`src/rtl/gpio_int_ctrl_if.sv`:
```
// GPIO interrupt bus: pin levels, per-bit interrupt configuration, status and the
// CPU-side service handshake.
// Handshake: irq_valid and irq_id are held stable until the cycle in which
// irq_ack is 1, which completes the transfer; irq_ack while irq_valid=0 is ignored.
interface gpio_int_ctrl_if #(
  parameter int WIDTH = 16
);
  logic [WIDTH-1:0] portin;
  logic [WIDTH-1:0] int_en;
  logic [WIDTH-1:0] int_type;
  logic [WIDTH-1:0] int_pol;
  logic [WIDTH-1:0] int_clr;
  logic [WIDTH-1:0] gpioint;
  logic             combint;
  logic             irq_valid;
  logic [3:0]       irq_id;
  logic             irq_ack;

  modport master (
    output portin, int_en, int_type, int_pol, int_clr, irq_ack,
    input  gpioint, combint, irq_valid, irq_id
  );

  modport slave (
    input  portin, int_en, int_type, int_pol, int_clr, irq_ack,
    output gpioint, combint, irq_valid, irq_id
  );
endinterface

```
`src/rtl/gpio_int_ctrl.sv`:
```
// GPIO interrupt controller: synchronises pins, detects level/edge interrupts and
// presents the lowest pending line to a handler over a valid/ack handshake.
module gpio_int_ctrl #(
  parameter int WIDTH       = 16,
  parameter int SYNC_STAGES = 2
) (
  input  logic                  clk,
  input  logic                  rstn,
  gpio_int_ctrl_if.slave        gif,
  output logic [1:0]            state_o
);

  typedef enum logic [1:0] {
    IDLE    = 2'd0,
    PRESENT = 2'd1,
    GAP     = 2'd2
  } state_e;

  state_e           state_q, state_d;
  logic [WIDTH-1:0] sync_q [SYNC_STAGES];
  logic [WIDTH-1:0] prev_q;
  logic [WIDTH-1:0] sticky_q, sticky_d;
  logic [WIDTH-1:0] gpioint_q, gpioint_d;
  logic             combint_q;
  logic             irq_valid_q;
  logic [3:0]       irq_id_q, irq_id_d;

  logic [WIDTH-1:0] s;
  logic [WIDTH-1:0] edge_evt;
  logic [WIDTH-1:0] lvl;
  logic [WIDTH-1:0] set_v;
  logic [WIDTH-1:0] clr_v;
  logic [WIDTH-1:0] ack_mask;
  logic             ack_fire;
  logic [3:0]       first_id;

  assign s        = sync_q[SYNC_STAGES-1];
  assign edge_evt = (gif.int_pol & s & ~prev_q) | (~gif.int_pol & ~s & prev_q);
  assign lvl      = ~(gif.int_pol ^ s);
  assign ack_fire = (state_q == PRESENT) && gif.irq_ack;
  assign ack_mask = ack_fire ? (WIDTH'(1) << irq_id_q) : '0;

  // Clears are masked by type so level bits keep any hidden sticky state intact
  // across a later switch back to edge mode; a same-cycle set beats a clear.
  assign set_v     = gif.int_en & gif.int_type & edge_evt;
  assign clr_v     = (gif.int_clr | ack_mask) & gif.int_type;
  assign sticky_d  = gif.int_en & (set_v | (sticky_q & ~clr_v));
  assign gpioint_d = gif.int_en & ((gif.int_type & sticky_d) | (~gif.int_type & lvl));

  always_ff @(posedge clk) begin
    if (!rstn) begin
      for (int k = 0; k < SYNC_STAGES; k++) sync_q[k] <= '0;
      prev_q      <= '0;
      sticky_q    <= '0;
      gpioint_q   <= '0;
      combint_q   <= 1'b0;
      irq_valid_q <= 1'b0;
      irq_id_q    <= '0;
      state_q     <= IDLE;
    end else begin
      sync_q[0] <= gif.portin;
      for (int k = 1; k < SYNC_STAGES; k++) sync_q[k] <= sync_q[k-1];
      prev_q      <= s;
      sticky_q    <= sticky_d;
      gpioint_q   <= gpioint_d;
      combint_q   <= |gpioint_q;
      irq_valid_q <= (state_d == PRESENT);
      irq_id_q    <= irq_id_d;
      state_q     <= state_d;
    end
  end

  always_comb begin
    state_d  = state_q;
    irq_id_d = irq_id_q;
    first_id = '0;
    for (int i = WIDTH - 1; i >= 0; i--) begin
      if (gpioint_q[i]) first_id = 4'(i);
    end
    case (state_q)
      IDLE: begin
        if (|gpioint_q) begin
          state_d  = PRESENT;
          irq_id_d = first_id;
        end
      end
      PRESENT: begin
        // An ack outranks a simultaneous withdraw.
        if (gif.irq_ack)                state_d = GAP;
        else if (!gpioint_q[irq_id_q])  state_d = IDLE;
      end
      GAP:     state_d = IDLE;
      default: state_d = IDLE;
    endcase
  end

  assign gif.gpioint   = gpioint_q;
  assign gif.combint   = combint_q;
  assign gif.irq_valid = irq_valid_q;
  assign gif.irq_id    = irq_id_q;
  assign state_o       = state_q;

endmodule
```
`src/flat_wrapper.sv`:
```
// flat-port wrapper written by rule: the top's interface ports become plain ports
module gpio_int_ctrl_flat 
#(
  parameter int WIDTH       = 16,
  parameter int SYNC_STAGES = 2
)
  (clk, rstn, state_o, gif_portin, gif_int_en, gif_int_type, gif_int_pol, gif_int_clr, gif_irq_ack, gif_gpioint, gif_combint, gif_irq_valid, gif_irq_id);
  gpio_int_ctrl_if #(.WIDTH(WIDTH)) gif_i ();
  input  logic clk;
  input  logic rstn;
  output logic [1:0] state_o;
  input wire logic [$bits(gif_i.portin)-1:0] gif_portin;
  input wire logic [$bits(gif_i.int_en)-1:0] gif_int_en;
  input wire logic [$bits(gif_i.int_type)-1:0] gif_int_type;
  input wire logic [$bits(gif_i.int_pol)-1:0] gif_int_pol;
  input wire logic [$bits(gif_i.int_clr)-1:0] gif_int_clr;
  input wire logic [$bits(gif_i.irq_ack)-1:0] gif_irq_ack;
  output wire logic [$bits(gif_i.gpioint)-1:0] gif_gpioint;
  output wire logic [$bits(gif_i.combint)-1:0] gif_combint;
  output wire logic [$bits(gif_i.irq_valid)-1:0] gif_irq_valid;
  output wire logic [$bits(gif_i.irq_id)-1:0] gif_irq_id;
  assign gif_i.portin = gif_portin;
  assign gif_i.int_en = gif_int_en;
  assign gif_i.int_type = gif_int_type;
  assign gif_i.int_pol = gif_int_pol;
  assign gif_i.int_clr = gif_int_clr;
  assign gif_i.irq_ack = gif_irq_ack;
  assign gif_gpioint = gif_i.gpioint;
  assign gif_combint = gif_i.combint;
  assign gif_irq_valid = gif_i.irq_valid;
  assign gif_irq_id = gif_i.irq_id;
  gpio_int_ctrl #(.WIDTH(WIDTH), .SYNC_STAGES(SYNC_STAGES)) u_core (.clk(clk), .rstn(rstn), .gif(gif_i), .state_o(state_o));
endmodule
```
`config.mk`:
```
export PLATFORM = sky130hd
export DESIGN_NAME = gpio_int_ctrl_flat
export DESIGN_NICKNAME = d
export VERILOG_FILES = /design/src/rtl/gpio_int_ctrl_if.sv /design/src/rtl/gpio_int_ctrl.sv /design/src/flat_wrapper.sv
export SDC_FILE = /design/constraint.sdc
export NUM_CORES = 1
export LEC_CHECK = 0
export CAP_MARGIN = 25
export CORE_MARGIN = 1.5
export CORE_UTILIZATION = 52
export DETAILED_ROUTE_END_ITERATION = 8
export PLACE_DENSITY = 0.85
export SYNTH_ARGS = -nofsm -noshare
export SYNTH_HDL_FRONTEND = slang
export SYNTH_SLANG_ARGS = --single-unit
```
`constraint.sdc`:
```
create_clock -name clk -period 4.8 [get_ports clk]
set_input_delay 0.48 -clock clk [delete_from_list [all_inputs] [get_ports clk]]
set_output_delay 0.48 -clock clk [all_outputs]
set_load 0.005 [all_outputs]
```
Word-level counts from Yosys, hierarchy flattened --
Memories as Yosys holds them, arrays and structs flattened. Index checks and enable logic that the tools add are counted.
Word-level totals: register bits 56, RAM bits 32, input bits 83, output and inout bits 24, memories 1
Memories:
- u_core.sync_q | depth 2, width 16, read ports 2, clocked after Yosys merged registers in 0, write ports 2, RTL line gpio_int_ctrl.sv:20 | logic [WIDTH-1:0] sync_q [SYNC_STAGES];
Cells by class: magnitude comparators 1, eq/ne operators 2, shifts and indexed selects 1, mux-type cells 27, bitwise logic cells 25, reductions and logical operators 4
Operators by type and width (count):
- AND 16 bit | 12
- inverter 16 bit | 6
- two-way mux 4 bit | 16
- OR 16 bit | 4
- two-way mux 16 bit | 3
- OR reduction 16 bit | 1
- << shifter 1 x 4 -> 16 bit (first input constant) | 1
- bitwise XOR 16 bit | 1
- two-way mux 2 bit | 3
- < comparator 4 x 5 -> 1 bit (second input constant) | 1
- binary-select mux 1 bit (select 4 bit) | 1
- equality test 2 x 1 -> 1 bit (second input constant) | 2
- one-hot mux 2 bit (2 select lines) | 1
- two-way mux 1 bit | 3
- zero test 2 bit | 1
- OR 1 bit | 2
- AND reduction 2 bit | 1
- logical AND 1 bit | 1

Longest topological paths before layout --
Gate-level depths: netlist of the first run.
depth in word-level cells 16, depth in mapped cells 6, mapped depth without buffers 6

Worst setup path before layout of the first run --
No wires, ideal clock.
path kind register -> register, from register u_core.gpioint_q[0] (netlist: u_core.gif.gpioint[0]), to register u_core.irq_id_q[2] (netlist: u_core.gif.irq_id[2]), setup time 0.119 ns, data arrival time 1.777 ns, required time 4.681 ns, setup slack 2.904 ns, stages on the path, launching flop included 5, path buffers 0, clock period less this slack 1.896 ns, path through dfxtp_1 -> or4_4 -> or4_4 -> nor2b_4 -> o221a_1
Between the ends: word-level cells in the longest chain between the ends 2
RTL lines:
- from (decl) | RTL line gpio_int_ctrl.sv:23 | logic [WIDTH-1:0] gpioint_q, gpioint_d;
- from (signal assigned) | RTL line gpio_int_ctrl.sv:65 | gpioint_q <= gpioint_d;
- OR reduction 16 bit | RTL line gpio_int_ctrl.sv:82 | if (|gpioint_q) begin
- AND reduction 2 bit (no line)
- to (signal assigned) | RTL line gpio_int_ctrl.sv:68 | irq_id_q <= irq_id_d;
- to (decl) | RTL line gpio_int_ctrl.sv:26 | logic [3:0] irq_id_q, irq_id_d;
Parallel ways exist; a longest one is shown, timed or not. A chain may end at the register's enable or synchronous reset.

Worst setup path after layout of the first run --
from input gif_irq_ack, to register u_core.sticky_q[7]
Between the ends: word-level cells in the longest chain between the ends 8
RTL lines:
- from (decl) | RTL line flat_wrapper.sv:17 | input wire logic [$bits(gif_i.irq_ack)-1:0] gif_irq_ack;
- logical AND 1 bit | RTL line gpio_int_ctrl.sv:40 | assign ack_fire = (state_q == PRESENT) && gif.irq_ack;
- two-way mux 16 bit | RTL line gpio_int_ctrl.sv:41 | assign ack_mask = ack_fire ? (WIDTH'(1) << irq_id_q) : '0;
- OR 16 bit | RTL line gpio_int_ctrl.sv:46 | assign clr_v = (gif.int_clr | ack_mask) & gif.int_type;
- AND 16 bit | RTL line gpio_int_ctrl.sv:46
- inverter 16 bit | RTL line gpio_int_ctrl.sv:47 | assign sticky_d = gif.int_en & (set_v | (sticky_q & ~clr_v));
- AND 16 bit | RTL line gpio_int_ctrl.sv:47
- OR 16 bit | RTL line gpio_int_ctrl.sv:47
- AND 16 bit | RTL line gpio_int_ctrl.sv:47
- to (signal assigned) | RTL line gpio_int_ctrl.sv:64 | sticky_q <= sticky_d;
- to (decl) | RTL line gpio_int_ctrl.sv:22 | logic [WIDTH-1:0] sticky_q, sticky_d;
No other way between the ends.

==> out/results.tsv, run 1 <==
metric	value	unit
power_density	291	mW/mm^2
crit_chain	clkdlybuf4s50_1 -> nand2_1 -> nor3b_1 -> buf_4 -> a31oi_1 -> nor2_1 -> o32ai_1	
drc_errors	0	
path_clk_slew	0.08	ns
async_reset_ff_frac	0	
core_area	0.00737	mm^2
rows	31	
crit_path_max_incr_delay	0.65	ns
cts_root_buf	clkbuf_8	
die_width	90.9	um
synth_top_area_cell	dfxtp_1	
dp_hpwl	7530	um
period_needed	2.19	ns
syn_inst	434	
p_leak	2.20	nW
grt_pass1_vias	3656	
cts_buffer_depth	2	
worst-slew-pin-transition	0.774	ns
fin_util	0.727	
die_area	0.00826	mm^2
syn_avg_cell_area	9.25	um^2
n_antenna_cell	0	
io_pins	107	
crit_fanout	5	
ys.flop_type	dfxtp_1	
vias	3600	
drt-initial-drc-count	206	
clock-sinks	88	
max-cap-violations	0	
reg2reg_depth	4	
whs	0.430	ns
slew_violations	0	
tns	0	ns
yosysMostFrequentCell	dfxtp_1	
cp_slowest_cell	nor3b_1	
drive_above_1_share	0.0531	
synth_edf_count	0	
hold_class	flop to flop	
cts_buffers	9	
timing.fmax	456	MHz
fillers	545	
htree_levels	3	
yosysWarningCount	0	
portBuffers	106	
finClkSkew	0.00532	ns
ctsHoldBuffers	0	
crit_required	5.03	ns
gr-total-overflow	0	
start_util	0.545	
worst_slack	2.61	ns
ys_ff_latch	88	
rsz0062_at_grt	false	
yosys-top-cells-area	dfxtp_1 (44%), ha_1 (10%), and2_1 (7.6%)	
grt_max_degree	57	
antenna_left	0	
ys_seq_area_frac	0.439	
die_y	90.9	um
gr-usage-all-layers	0.249	
viasPerCell	5.58	
setup_viol	0	
dr.pass1.iters	7	
nets	656	
hold_viol_final	0	
crit_type	primary input to flop	
gp_congestion	0.785	
cts_resized	0	
yosysTopAreaCellShare	0.439	
place_worst_setup_slack	2.32	ns
insertion_delay	0.35	ns
synthToLayoutAreaGrowth	33.4	%
post-cts-setup-buffer-count	0	
cp-end-kind	flop	
startpoint_type	primary input	
yosysUniqueCellTypes	35	
synth_commonest_cells	dfxtp_1 (88), inv_1 (52), and2_1 (49)	
syn_nets	549	
min_period_over_period	0.456	
antenna_found_initial	0	
wirelength	10000	um
whs_path_depth	1	
slew_headroom	0.483	
wire_per_inst	15.5	um
grt_pass1_wl	16500	um
netlist_area	0.00402	mm^2
arrival	2.42	ns
cts_tree	built	
ir_drop	0.000176	V
status	complete, no violations	
## state kept, by name (all words and copies together) (netlist names)
signal                cells
u_core.sync_q            32
u_core.gif.gpioint       16
u_core.prev_q            16
u_core.sticky_q          16
u_core.gif.irq_id         4
u_core.state_o            2
u_core.gif.combint        1
u_core.gif.irq_valid      1
## where the power goes
part / switching (mW) / internal (mW) / total [mW]
registers: 0.0390 / 0.763 / 0.802
logic: 0.118 / 0.155 / 0.273
clock network: 0.266 / 0.219 / 0.485
total: 0.423 / 1.14 / 1.56
## per-layer routing
metal  track usage  part of all wire  up-vias
met5             0                 0        -
met4         0.109             0.022        0
met2         0.439              0.51      167
met1         0.299              0.40     1700
met3        0.0387             0.069       24
li1              -                 -     1709
## path summary, 6_finish.rpt
| kind | from | end | slack, ns |
|---|---|---|---|
| max | gif_irq_ack | u_core.sticky_q[7]$_SDFF_PN0_ | 2.61 |
| min | u_core.sync_q[0][12]$_SDFF_PN0_ | u_core.sync_q[0][28]$_SDFF_PN0_ | 0.43 |
| max reg2reg | u_core.gif.gpioint[4]$_SDFF_PN0_ | u_core.gif.irq_id[2]$_SDFFE_PN0P_ | 2.78 |
| min reg2reg | u_core.sync_q[0][12]$_SDFF_PN0_ | u_core.sync_q[0][28]$_SDFF_PN0_ | 0.43 |
## cells in the final DEF, fill, tap and decap left out, types with 17 or more instances in the layout
cell | synthesis | final
clkdlybuf4s50_1 | 0 | 105
dfxtp_1 | 88 | 88
inv_1 | 52 | 52
and2_1 | 49 | 49
nand2_1 | 36 | 36
ha_1 | 32 | 32
nor2_1 | 24 | 24
a21oi_1 | 20 | 20
nand3_1 | 19 | 19
mux2i_1 | 17 | 17
a211oi_1 | 17 | 17
o32ai_1 | 17 | 17
## through the flow
step           cells  total power, mW  instance area (um^2)
3_5_place_dp     629             1.09                  5160
6_report         645             1.56                  5360
4_1_cts          645             1.56                  5360
5_1_grt          645             1.63                  5360
2_1_floorplan    434            0.939                  4020
3_3_place_gp     627             1.07                  5150
## area by class of cell
cell class,count,area [um^2],share of cell area
Tap cell,99,124,0.0231
Timing Repair Buffer,109,1080,0.201
Clock buffer,11,151,0.0283
Multi-Input combinational cell,280,2000,0.374
Clock inverter,5,41.3,0.00771
Inverter,53,199,0.0371
Sequential cell,88,1760,0.329
## worst max-delay path: cells and delay by family
kind / cells / cell delay [ns]
compound gates: 2 / 0.24
buf+inv: 2 / 0.78
simple gates: 3 / 0.92
## cell families (layout without fill, tap and decap cells)
| family | count (synthesis) | count (layout) | synth area share |
|---|---|---|---|
| and+or+nand+nor | 148 | 148 | 0.196 |
| DFF | 88 | 88 | 0.439 |
| AOI/OAI and AO/OA | 79 | 79 | 0.138 |
| buffers and inverters | 66 | 178 | 0.0620 |
| adders and majority gates | 32 | 32 | 0.0997 |
| muxes | 21 | 21 | 0.0658 |
Note: power is estimated with default switching activity, not from simulation.
==> run 2, diff against run 1 <==
--- a/config.mk
+++ b/config.mk
@@ -7,9 +7,9 @@
 export LEC_CHECK = 0
 export CAP_MARGIN = 25
 export CORE_MARGIN = 1.5
-export CORE_UTILIZATION = 52
+export CORE_UTILIZATION = 49
 export DETAILED_ROUTE_END_ITERATION = 8
-export PLACE_DENSITY = 0.85
+export PLACE_DENSITY = 0.81
 export SYNTH_ARGS = -nofsm -noshare
 export SYNTH_HDL_FRONTEND = slang
 export SYNTH_SLANG_ARGS = --single-unit
==> constraint.sdc (replaced) <==
create_clock -name clk -period 2.2 [get_ports clk]
set_input_delay 0.22 -clock clk [delete_from_list [all_inputs] [get_ports clk]]
set_output_delay 0.22 -clock clk [all_outputs]
set_load 0.005 [all_outputs]
==> out/results.tsv, run 2 (synthesized netlist as in run 1, its figures left out) <==
metric	value	unit	change
placed_cells	641		+1.9%
cts_buffers	9		unchanged
gr-usage-all-layers	0.239		-0.0104
pwr-share-clk	0.333		+0.022
status	complete, no violations		
reg2reg_from	u_core.gif.gpioint[0]$_SDFF_PN0_		
htree_levels	3		unchanged
gp_congestion	0.909		+16%
period_needed	1.95	ns	
r2r_end	u_core.gif.irq_id[2]$_SDFFE_PN0P_		
slew_violations	0		unchanged
core_area	0.00785	mm^2	+6.5%
grt_pass1_wl	16200	um	-1.4%
top_usage_layer	met2		
clock-sinks	88		unchanged
grt_max_degree	31		-46%
cts_resized	0		unchanged
antenna_left	0		unchanged
dp_hpwl	7590	um	+0.77%
startpoint_type	flop		
path_clk_slew	0.08	ns	about the same
seq_power_share	0.489		-0.025
stdcell_area	0.00544	mm^2	+1.5%
synthToLayoutAreaGrowth	35.5	%	
cts_tree	built		
timing.fmax	512	MHz	
grt_util_met2	0.413		-0.0256
p_leak	2.25	nW	+2.5%
n_antenna_cell	0		unchanged
fin_util	0.693		-0.0339
final_common_cell	clkdlybuf4s50_1		
antenna_found_initial	0		unchanged
slew_headroom	0.658		+0.174
r2r_slack	0.25	ns	-2.53 ns
rows	32		+3.2%
cp-end-kind	flop		
finClkSkew	0.0116	ns	+0.00626 ns
reg2reg_depth	4		unchanged
crit_required	2.46	ns	-2.57 ns
min_period_over_period	0.888		
p_int	2.65	mW	+130%
setup_viol	0		unchanged
mostFrequentLayoutCells	clkdlybuf4s50_1 (105), dfxtp_1 (88), inv_1 (52), and2_1 (49), nand2_1 (36)		
hold_path_end	u_core.gif.irq_id[3]$_SDFFE_PN0P_		
fillers	613		+12%
ir_drop	0.000389	V	+120%
whs	0.262	ns	-0.167 ns
io_pins	107		unchanged
wire_per_inst	14.9	um	-4.0%
grt_pass1_vias	3514		-3.9%
hold_viol_final	0		unchanged
wirelength	9770	um	-2.5%
grtUsageMet3	0.0667		+0.0279
vias	3531		-1.9%
drc_errors	0		unchanged
dr.pass1.iters	4		-3
start_util	0.512		-0.0332
portBuffers	106		unchanged
power_density	650	mW/mm^2	+120%
max-cap-violations	0		unchanged
crit_type	flop to flop		
stdcell_count	655		+1.6%
gr-total-overflow	0		unchanged
hold_class	primary input to flop		
die_area	0.00875	mm^2	+5.9%
top_register	u_core.sync_q		
drive_above_1_share	0.0615		+0.00837
die_width	93.5	um	+2.9%
rsz0062_at_grt	false		
finalPower	3.54	mW	+130%
tns	0	ns	unchanged
crit_fanout	6		+1
placed_cell_area	0.00524	mm^2	+1.4%
comb_power_share	0.178		+0.003
insertion_delay	0.36	ns	about the same
nets	665		+1.4%
post-cts-setup-buffer-count	0		unchanged
worst-slew-pin-transition	0.513	ns	-0.261 ns
drt-initial-drc-count	193		-6.3%
die_y	93.5	um	+2.9%
whs_path_depth	2		+1
worst_slack	0.246	ns	-2.36 ns
arrival	2.21	ns	-0.21 ns
cts_buffer_depth	2		unchanged
p_switching	889	uW	+110%
hp-start	rstn		
p_sw_frac	0.251		-0.0200
viasPerCell	5.39		-3.4%
grtUsageMet1	0.277		-0.0223
cts_root_buf	clkbuf_8		
largest_reg_flops	32		unchanged
ctsHoldBuffers	0		unchanged
place_worst_setup_slack	0.250	ns	-2.07 ns
==> run 2: worst max-delay path by stage <==
stage,end,slack (ns),startpoint
floorplan,u_core.gif.irq_id[2]$_SDFFE_PN0P_,0.30,u_core.gif.gpioint[0]$_SDFF_PN0_
global placement,u_core.gif.irq_id[2]$_SDFFE_PN0P_,0.28,u_core.gif.gpioint[0]$_SDFF_PN0_
detailed placement,u_core.gif.irq_id[2]$_SDFFE_PN0P_,0.25,u_core.gif.gpioint[0]$_SDFF_PN0_
CTS,u_core.gif.irq_id[2]$_SDFFE_PN0P_,0.25,u_core.gif.gpioint[0]$_SDFF_PN0_
global route,u_core.gif.irq_id[2]$_SDFFE_PN0P_,0.17,u_core.gif.gpioint[0]$_SDFF_PN0_
finish,u_core.gif.irq_id[2]$_SDFFE_PN0P_,0.25,u_core.gif.gpioint[0]$_SDFF_PN0_
==> run 2: critical path, stage by stage, from the launching register on <==
cell	delay, ns
dfxtp_1	0.34
or4_4	0.56
or4_4	0.56
nor2b_4	0.17
o221a_1	0.23
==> run 2: area by class of cell <==
class	count	area (um^2)	area share
Multi-Input combinational cell	280	2000	0.369
Sequential cell	88	1760	0.324
Timing Repair Buffer	118	1150	0.211
Inverter	53	199	0.0366
Clock buffer	11	131	0.0242
Tap cell	102	128	0.0235
Clock inverter	3	68.8	0.0127
==> run 2: power by group through the flow <==
stage,combinational (mW),sequential (mW),clock (mW)
floorplan,0.300,1.75,0
global placement,0.605,1.76,0
detailed placement,0.626,1.77,0
CTS,0.630,1.73,1.19
global route,0.689,1.74,1.26
finish,0.629,1.73,1.18
==> run 2: per-layer routing <==
metal	up-vias	routed length, um
met5	-	0
li1	1734	-
met1	1678	4010
met4	0	214
met2	99	4930
met3	20	618
==> variant: new RTL, config.mk and constraints of run 2 <==
`WIDTH` is set to 16 in 3 places; all go to 32.
--- a/src/rtl/gpio_int_ctrl_if.sv
+++ b/src/rtl/gpio_int_ctrl_if.sv
@@ -3,7 +3,7 @@
 // Handshake: irq_valid and irq_id are held stable until the cycle in which
 // irq_ack is 1, which completes the transfer; irq_ack while irq_valid=0 is ignored.
 interface gpio_int_ctrl_if #(
-  parameter int WIDTH = 16
+  parameter int WIDTH = 32
 );
   logic [WIDTH-1:0] portin;
   logic [WIDTH-1:0] int_en;
--- a/src/rtl/gpio_int_ctrl.sv
+++ b/src/rtl/gpio_int_ctrl.sv
@@ -1,7 +1,7 @@
 // GPIO interrupt controller: synchronises pins, detects level/edge interrupts and
 // presents the lowest pending line to a handler over a valid/ack handshake.
 module gpio_int_ctrl #(
-  parameter int WIDTH       = 16,
+  parameter int WIDTH       = 32,
   parameter int SYNC_STAGES = 2
 ) (
   input  logic                  clk,
--- a/src/flat_wrapper.sv
+++ b/src/flat_wrapper.sv
@@ -1,7 +1,7 @@
 // flat-port wrapper written by rule: the top's interface ports become plain ports
 module gpio_int_ctrl_flat 
 #(
-  parameter int WIDTH       = 16,
+  parameter int WIDTH       = 32,
   parameter int SYNC_STAGES = 2
 )
   (clk, rstn, state_o, gif_portin, gif_int_en, gif_int_type, gif_int_pol, gif_int_clr, gif_irq_ack, gif_gpioint, gif_combint, gif_irq_valid, gif_irq_id);
Ports: changed (6 resized); port bits go from 107 to 203. No check against the original RTL was run, so the function may have changed too.
==> variant against run 2 <==
Global-route usage decreased by 0.75 points; count of clock-buffer cells in the layout increased by 8; worst setup slack improved by 49 ps; sequential cell count increased by 80; area after synthesis increased by 80%; wire length increased by 79%; design area increased by 86%; clock power increased to 2.5 times the old value; power increased by 100%; critical path type unchanged; largest power group unchanged.
==> variant: results (changes against run 2) <==
run status completed; post-detail-place hpwl 13.2 mm (+73%); # clock sinks 168 (+91%); Hold Crit Depth 3 (+1); largest cells by area after synthesis dfxtp_1 46%, ha_1 11%, and2_1 5.5%; met3 GRT Util 0.0700 (+0.00335); compound-gate portion of the synthesized area 0.129 (-0.00888); Worst R2R Path Depth 5 (+1); Final Wtd Congestion 0.917 (+0.89%); clk_buf instances 19 (+8); power in the clock group 2.96 mW (+150%); Seq area share 0.333 (+0.00943); clock tree root driver cell clkbuf_16; Clock Network Area Fraction 0.0584 (+0.0216); Logic inverters 87 (+64%); max FFs per register 64 (+100%); count of multi-input gates 491 (+75%); Post-Route WL 17.5 mm (+79%); Nets 1205 (+81%); Setup crit end u_core.gif.irq_id[1]; number of signal-net buffers in the layout 213 (+81%); routed wl met3 1.36 mm (+120%); H-tree levels 4 (+1); Psw 1.76 mW (+98%); metal2 WL 8.33 mm (+69%); met1 Use GR 0.277 (about the same); register area share after synthesis 0.465 (+0.0260); Unique masters post-synth 43 (+23%); routed vias/inst 5.06 (-6.1%); vias in the first global route 5944 (+69%); mux contribution to synthesized area 0.0652 (-0.000561); M1 wire length 7.49 mm (+87%); Worst-Skew Late Latency 420 ps (+60 ps); DR iter-0 viols 342 (+77%); CP peak stage delay 470 ps (-90 ps); Setup crit start u_core.gif.gpioint[29]; Hold Path End u_core.prev_q[14]; Worst path slowest cell nor4_1; total track usage 0.232 (-0.00749); share of layout cells above drive strength 1 0.0787 (+0.0172); Multi-input gate area 3470 um^2 (+73%); non-clk buf share 0.209 (-0.00139); Rel. slew slack 0.682 (+0.0248)
variant: cell count changes in the layout (fill, tap and decap cells not counted), sizes merged, moves of 18 or more:
| cell | run 2 | this run |
|---|---|---|
| o21ai | 0 | 21 |
| a22oi | 0 | 18 |
| nor2 | 24 | 65 |
| a211oi | 17 | 43 |
| nand2 | 36 | 64 |
| dfxtp | 88 | 168 |
| mux2 | 0 | 30 |
| inv | 52 | 88 |
| ha | 32 | 64 |
| clkdlybuf4s50 | 105 | 201 |
variant: metrics by stage:
step           setup slack (ps)  cells  hold slack, ps  power (mW)  instance area [um^2]
2_1_floorplan               557    766             313        3.75                  7240
3_3_place_gp                265   1143             414        4.30                  9500
3_5_place_dp                195   1143             418        4.32                  9500
4_1_cts                     318   1175             271        7.29                 10100
5_1_grt                     149   1175             292        7.54                 10100
6_report                    295   1175             280        7.22                 10100
variant: tightest hold or removal path, cell delays in order:
cell      delay [ps]
buf_2            130
clkinv_1         240
nor2_1            70
